`src/rtl/coherent_cache_ctrl.sv`:
```
// Snooping MSI coherence controller for one private cache (per-line state only).
// Define COHERENCE_MESI_EN to add the Exclusive state (MESI).
module coherent_cache_ctrl #(
  parameter int ADDR_W = 2,
  parameter int CPU_ID = 1
) (
  input  logic              clk_i,
  input  logic              rst_i,
  input  logic              pr_valid_i,
  input  logic              pr_wr_i,
  input  logic [ADDR_W-1:0] pr_addr_i,
  output logic              pr_ready_o,
  output logic              pr_done_o,
  output logic              bus_req_o,
  input  logic              bus_gnt_i,
  output logic [2:0]        bus_msg_o,
  output logic [ADDR_W-1:0] bus_addr_o,
  input  logic [2:0]        bus_msg_i,
  input  logic [ADDR_W-1:0] bus_addr_i,
  input  logic              data_valid_i,
  output logic              flush_o,
  output logic              shared_o,
  input  logic              shared_i
);
  localparam int NUM_LINES = 1 << ADDR_W;

  localparam logic [1:0] L_I = 2'd0;
  localparam logic [1:0] L_S = 2'd1;
  localparam logic [1:0] L_M = 2'd2;
`ifdef COHERENCE_MESI_EN
  localparam logic [1:0] L_E = 2'd3;
`endif

  localparam logic [2:0] M_RD   = 3'd1;
  localparam logic [2:0] M_RDX  = 3'd2;
  localparam logic [2:0] M_UPGR = 3'd3;

  typedef enum logic [2:0] {
    S_IDLE, S_REQ, S_BUS, S_WAIT, S_DONE
  } state_t;

  state_t            state_q, state_d;
  logic [1:0]        line_q [NUM_LINES];
  logic              wr_q;
  logic [ADDR_W-1:0] addr_q;

  logic              cap;
  logic              loc_we;
  logic [ADDR_W-1:0] loc_addr;
  logic [1:0]        loc_val;
  logic              snp_we;
  logic [1:0]        snp_val;
  logic [1:0]        pr_line, cur_line, snp_line, fill_val;
  logic              pr_hit;
  logic              unused;

  assign unused   = ^{shared_i, 1'(CPU_ID)};
  assign pr_line  = line_q[pr_addr_i];
  assign cur_line = line_q[addr_q];
  assign snp_line = line_q[bus_addr_i];

`ifdef COHERENCE_MESI_EN
  assign pr_hit   = pr_wr_i ? (pr_line == L_M || pr_line == L_E)
                            : (pr_line != L_I);
  assign fill_val = wr_q ? L_M : (shared_i ? L_S : L_E);
`else
  assign pr_hit   = pr_wr_i ? (pr_line == L_M) : (pr_line != L_I);
  assign fill_val = wr_q ? L_M : L_S;
`endif

  always_comb begin
    state_d    = state_q;
    cap        = 1'b0;
    loc_we     = 1'b0;
    loc_addr   = addr_q;
    loc_val    = L_M;
    pr_ready_o = 1'b0;
    pr_done_o  = 1'b0;
    bus_req_o  = 1'b0;
    bus_msg_o  = 3'd0;
    bus_addr_o = '0;
    unique case (state_q)
      S_IDLE: begin
        pr_ready_o = 1'b1;
        if (pr_valid_i) begin
          cap     = 1'b1;
          state_d = pr_hit ? S_DONE : S_REQ;
`ifdef COHERENCE_MESI_EN
          // silent E->M upgrade on a write hit
          if (pr_wr_i && pr_line == L_E) begin
            loc_we   = 1'b1;
            loc_addr = pr_addr_i;
          end
`endif
        end
      end
      S_REQ: begin
        bus_req_o = 1'b1;
        if (bus_gnt_i) state_d = S_BUS;
      end
      S_BUS: begin
        bus_addr_o = addr_q;
        if (wr_q && cur_line == L_S) begin
          bus_msg_o = M_UPGR;
          loc_we    = 1'b1;
          state_d   = S_DONE;
        end else begin
          bus_msg_o = wr_q ? M_RDX : M_RD;
          state_d   = S_WAIT;
        end
      end
      S_WAIT: begin
        if (data_valid_i) begin
          loc_we  = 1'b1;
          loc_val = fill_val;
          state_d = S_DONE;
        end
      end
      S_DONE: begin
        pr_done_o = 1'b1;
        state_d   = S_IDLE;
      end
      default: state_d = S_IDLE;
    endcase
  end

  always_comb begin
    snp_we   = 1'b0;
    snp_val  = snp_line;
    flush_o  = 1'b0;
    shared_o = 1'b0;
    case (bus_msg_i)
      M_RD: begin
        shared_o = (snp_line != L_I);
        flush_o  = (snp_line == L_M);
        if (snp_line != L_I && snp_line != L_S) begin
          snp_we  = 1'b1;
          snp_val = L_S;
        end
      end
      M_RDX: begin
        flush_o = (snp_line == L_M);
        if (snp_line != L_I) begin
          snp_we  = 1'b1;
          snp_val = L_I;
        end
      end
      M_UPGR: begin
        if (snp_line == L_S) begin
          snp_we  = 1'b1;
          snp_val = L_I;
        end
      end
      default: ;
    endcase
  end

  always_ff @(posedge clk_i or negedge rst_i) begin
    if (!rst_i) begin
      state_q <= S_IDLE;
      wr_q    <= 1'b0;
      addr_q  <= '0;
    end else begin
      state_q <= state_d;
      if (cap) begin
        wr_q   <= pr_wr_i;
        addr_q <= pr_addr_i;
      end
    end
  end

  // local update wins over a snoop to the same line
  always_ff @(posedge clk_i or negedge rst_i) begin
    if (!rst_i) begin
      for (int i = 0; i < NUM_LINES; i++) line_q[i] <= L_I;
    end else begin
      for (int i = 0; i < NUM_LINES; i++) begin
        if (loc_we && loc_addr == ADDR_W'(i))
          line_q[i] <= loc_val;
        else if (snp_we && bus_addr_i == ADDR_W'(i))
          line_q[i] <= snp_val;
      end
    end
  end

endmodule

```
`config.mk`:
```
export PLATFORM = sky130hd
export DESIGN_NAME = coherent_cache_ctrl
export DESIGN_NICKNAME = d
export VERILOG_FILES = /design/src/rtl/coherent_cache_ctrl.sv
export SDC_FILE = /design/constraint.sdc
export NUM_CORES = 1
export LEC_CHECK = 0
export ABC_CLOCK_PERIOD_IN_PS = 3080
export CAP_MARGIN = 20
export CORE_MARGIN = 8
export CORE_UTILIZATION = 30
export CTS_CLUSTER_DIAMETER = 150
export DETAILED_ROUTE_END_ITERATION = 8
export GPL_TIMING_DRIVEN = 0
export HOLD_SLACK_MARGIN = 0.08
export PLACE_DENSITY = 0.5
export SETUP_SLACK_MARGIN = 0.05
export SLEW_MARGIN = 20
export SYNTH_ARGS = -nofsm -noshare
export SYNTH_HDL_FRONTEND = slang
export SYNTH_SLANG_ARGS = --single-unit
export TNS_END_PERCENT = 10
```
`constraint.sdc`:
```
create_clock -name clk_i -period 3.08 [get_ports clk_i]
set_clock_uncertainty 0.15 [all_clocks]
set_input_delay 0.616 -clock clk_i [delete_from_list [all_inputs] [get_ports clk_i]]
set_output_delay 0.616 -clock clk_i [all_outputs]
set_load 0.05 [all_outputs]
```
==> impl_results.md <==
- Combinational share of power: about three fifths
- Via density: 5.32
- M2 GR Usage: between 10% and 20%
- Chip width: between 70 and 80 um
- Area growth from synthesis to layout: 27.7%
- Total CTS buffers: 3
- Clk slew on worst S/H paths: approximately 0.070 ns
- Wire per inst: 15.1 um
- Worst hold path type: flip-flop to flip-flop
- Yosys cell types: 48
- Worst Path Required: roughly 2.3 ns
- RR Startpoint: line_q[1]$_DFFE_PN0P_
- Hold path startpoint: state_q[2]$_DFFE_PN0P_
- Final Power: 1.31 mW
- Maximum vdd drop: 0.383 mV
- Vias post-DR: around 1000
- Final Cell Area: 0.00141 mm^2
- CTS Buffer Depth: 2
- Setup bufs post-CTS: 0
- Seq cells post-synth: 14
- Synthesized Nets: 134
- DR iter-0 viols: 76
- First-pass GRT wire length: 4850 um
- Vias in the first global route: between 1000 and 1500
- Post-CTS Hold Fix Bufs: 0
- Detail Route Antenna Nets: 0
- Pint: roughly 700 uW
- Fmax: 0.339 GHz
- Setup TNS: 0 ns
- P_sw: roughly 630 uW
- Clock latency at the later pin of the worst-skew pair: about 0.25 ns
- Worst Tran Pin Value: 0.645 ns
- Leakage Power: 0.584 nW
- Cell Pwr Density: a little over 900 mW/mm^2
- Die area: 0.00588 mm^2
- Initial antenna violation count: 0
- Core area: 0.00361 mm^2
- H-tree depth: 1
- GRT busiest layer: met2
- Period minus WS final: around 3 ns
- Seq/Total Area, Yosys: between 30% and 40%
- Crit path launch: bus_msg_i[1]
- Crit path max fanout: 5
- Max-cap check violation count: 0
- Post-synth EDFFs: 0
- CP Capture Type: primary output
- Pre-Repair DR Iteration Count: 4
- Largest net degree at the start of global routing: 15
- Worst Path Class, Setup: input pin to primary output
- Arrival time worst endpoint: ~2.2 ns
- Area after DPL: 0.00135 mm^2
- Async SR Flop Fraction: 100%
- Hold Slack: 0.424 ns
- Max Slew Vio Count: 0
- Status: finished clean
- Final wirelength: a little under 3000 um
- Synthesized area: 0.00110 mm^2
- GRT Util Overall: about a tenth
- Rel. slew slack: a little under three fifths
- Chip height: around 77 um
- GPL Wtd Cong: ~0.74
- CTS sink count: 14
- DRC violations left: 0
- Crit share post-route: approximately 96%
- Final setup fails: 0
- Final hold violation count: 0
- Synth warn: 0
- Site row count: 22
- PortBufs: 19
- Main synth FF type: dfrtp_1
- Grt met1 use: between 10 and 15%
- I/O pin cnt: 24
- Layout cells sized above 1: approximately 14%
- Starting density of the core: 30.6%
- TritonCTS clock tree: yes
- Fin util: between 30% and 40%
- Final HPWL DP: 2290 um
- Ant diodes: 0
- M3 GR Usage: approximately 2.6%
- Unrepaired setup endpoints after global routing: true
- Total Nets Final: 158
- Filler cells: between 300 and 400
- GRT Residual Overflow: 0
- Post-Syn Instances: 120
- Synth Area per Inst: roughly 9 um^2
- Clk root buf: clkbuf_8
- Sw Ratio: 47.9%
- Share of power burned in registers: between 20% and 30%
- Worst setup SP type: input pin
- Clock share of power: 14.1%
-- sequential cells by signal, indices dropped and copies added (netlist names) --
signal and count:
line_q 8, state_q 3, addr_q 2, wr_q 1
-- cell usage in the layout, fill, tap and decap left out, drive strengths merged, types with 3 or more instances in the layout --
| cell type | count |
|---|---|
| and2 | 3 |
| a21oi | 4 |
| nand2b | 3 |
| dfrtp | 14 |
| clkbuf | 10 |
| nor3 | 5 |
| nand3 | 4 |
| mux2 | 4 |
| mux2i | 6 |
| mux4 | 4 |
| nand2 | 9 |
| nor2 | 7 |
| clkdlybuf4s50 | 13 |
| inv | 5 |
| nor3b | 5 |
| o21ai | 7 |
| dlygate4sd2 | 5 |
-- final cells by class --
cell class                      count  area [um^2]  area share, %
Clock buffer                        4         55.1           3.91
Inverter                            5         18.8           1.33
Buffer                              8         42.5           3.02
Sequential cell                    14          350           24.9
Timing Repair Buffer               19          185           13.1
Multi-Input combinational cell     93          697           49.5
Tap cell                           48         60.1           4.26
-- metrics by stage --
step / instances / setup slack, ns
after floorplan: 120 / 0.163
after global placement: 187 / -0.266
after detailed placement: 187 / -0.325
after CTS: 191 / 0.110
after global routing: 191 / 0.0398
final: 191 / 0.127
-- per-layer routing --
metal / wire (um) / vias to the layer above
met3: 113 / 5
met2: 1430 / 24
met4: 48 / 0
li1: - / 496
met1: 1300 / 492
met5: 0 / -
-- synthesized netlist by cell type, types with 2 or more instances --
| cell type | number | area [um^2] |
|---|---|---|
| a21o_1 | 2 | 15.0 |
| a21oi_1 | 4 | 20.0 |
| a311oi_1 | 2 | 17.5 |
| and2_1 | 3 | 18.8 |
| clkbuf_1 | 5 | 18.8 |
| dfrtp_1 | 14 | 350 |
| inv_1 | 5 | 18.8 |
| mux2_2 | 4 | 45.0 |
| mux2i_1 | 6 | 60.1 |
| mux4_2 | 3 | 67.6 |
| nand2_1 | 9 | 33.8 |
| nand2b_1 | 3 | 18.8 |
| nand3_1 | 4 | 20.0 |
| nand4b_1 | 2 | 17.5 |
| nor2_1 | 7 | 26.3 |
| nor3_1 | 5 | 25.0 |
| nor3b_1 | 5 | 37.5 |
| o21ai_0 | 4 | 20.0 |
| o21ai_1 | 3 | 15.0 |
| o22ai_1 | 2 | 12.5 |
-- cells by family after synthesis --
family / after synthesis / share of synthesized area (%)
AOI/OAI and AO/OA: 31 / 20.0
xor gates and xnor gates: 1 / 0.794
and+or+nand+nor: 46 / 23.6
DFF: 14 / 31.7
muxes: 14 / 18.0
other: 1 / 0.340
buffers and inverters: 13 / 5.56
-- power by group through the flow --
| stage | combinational (mW) | clock [mW] | sequential, mW |
|---|---|---|---|
| floorplan | 0.601 | 0 | 0.319 |
| detailed placement | 0.795 | 0 | 0.353 |
| finish | 0.779 | 0.185 | 0.350 |
| CTS | 0.782 | 0.190 | 0.351 |
| global route | 0.852 | 0.197 | 0.364 |
| global placement | 0.790 | 0 | 0.355 |
-- path summary, 6_finish.rpt --
check	slack, ns	cells after the start	end
max in group asynchronous	1.75	1	line_q[4]$_DFFE_PN0P_
max	0.13	5	flush_o
min	0.42	1	state_q[1]$_DFFE_PN0P_
min reg2reg	0.42	1	state_q[1]$_DFFE_PN0P_
max reg2reg	1.01	5	line_q[6]$_DFFE_PN0P_
min in group asynchronous	0.61	1	state_q[2]$_DFFE_PN0P_
-- critical path, cell delays in order --
cell             delay, ns
clkdlybuf4s50_1       0.55
xnor2_1               0.11
or3b_1                0.40
nor2_1                0.12
clkdlybuf4s15_2       0.38
-- timing repair --
| item | in CTS | in global routing |
|---|---|---|
| resized for setup | 8 | 1 |
| gates cloned | 0 | 0 |
| setup endpoints to repair | 6 | 2 |
Note: power is estimated with default switching activity, not from simulation.
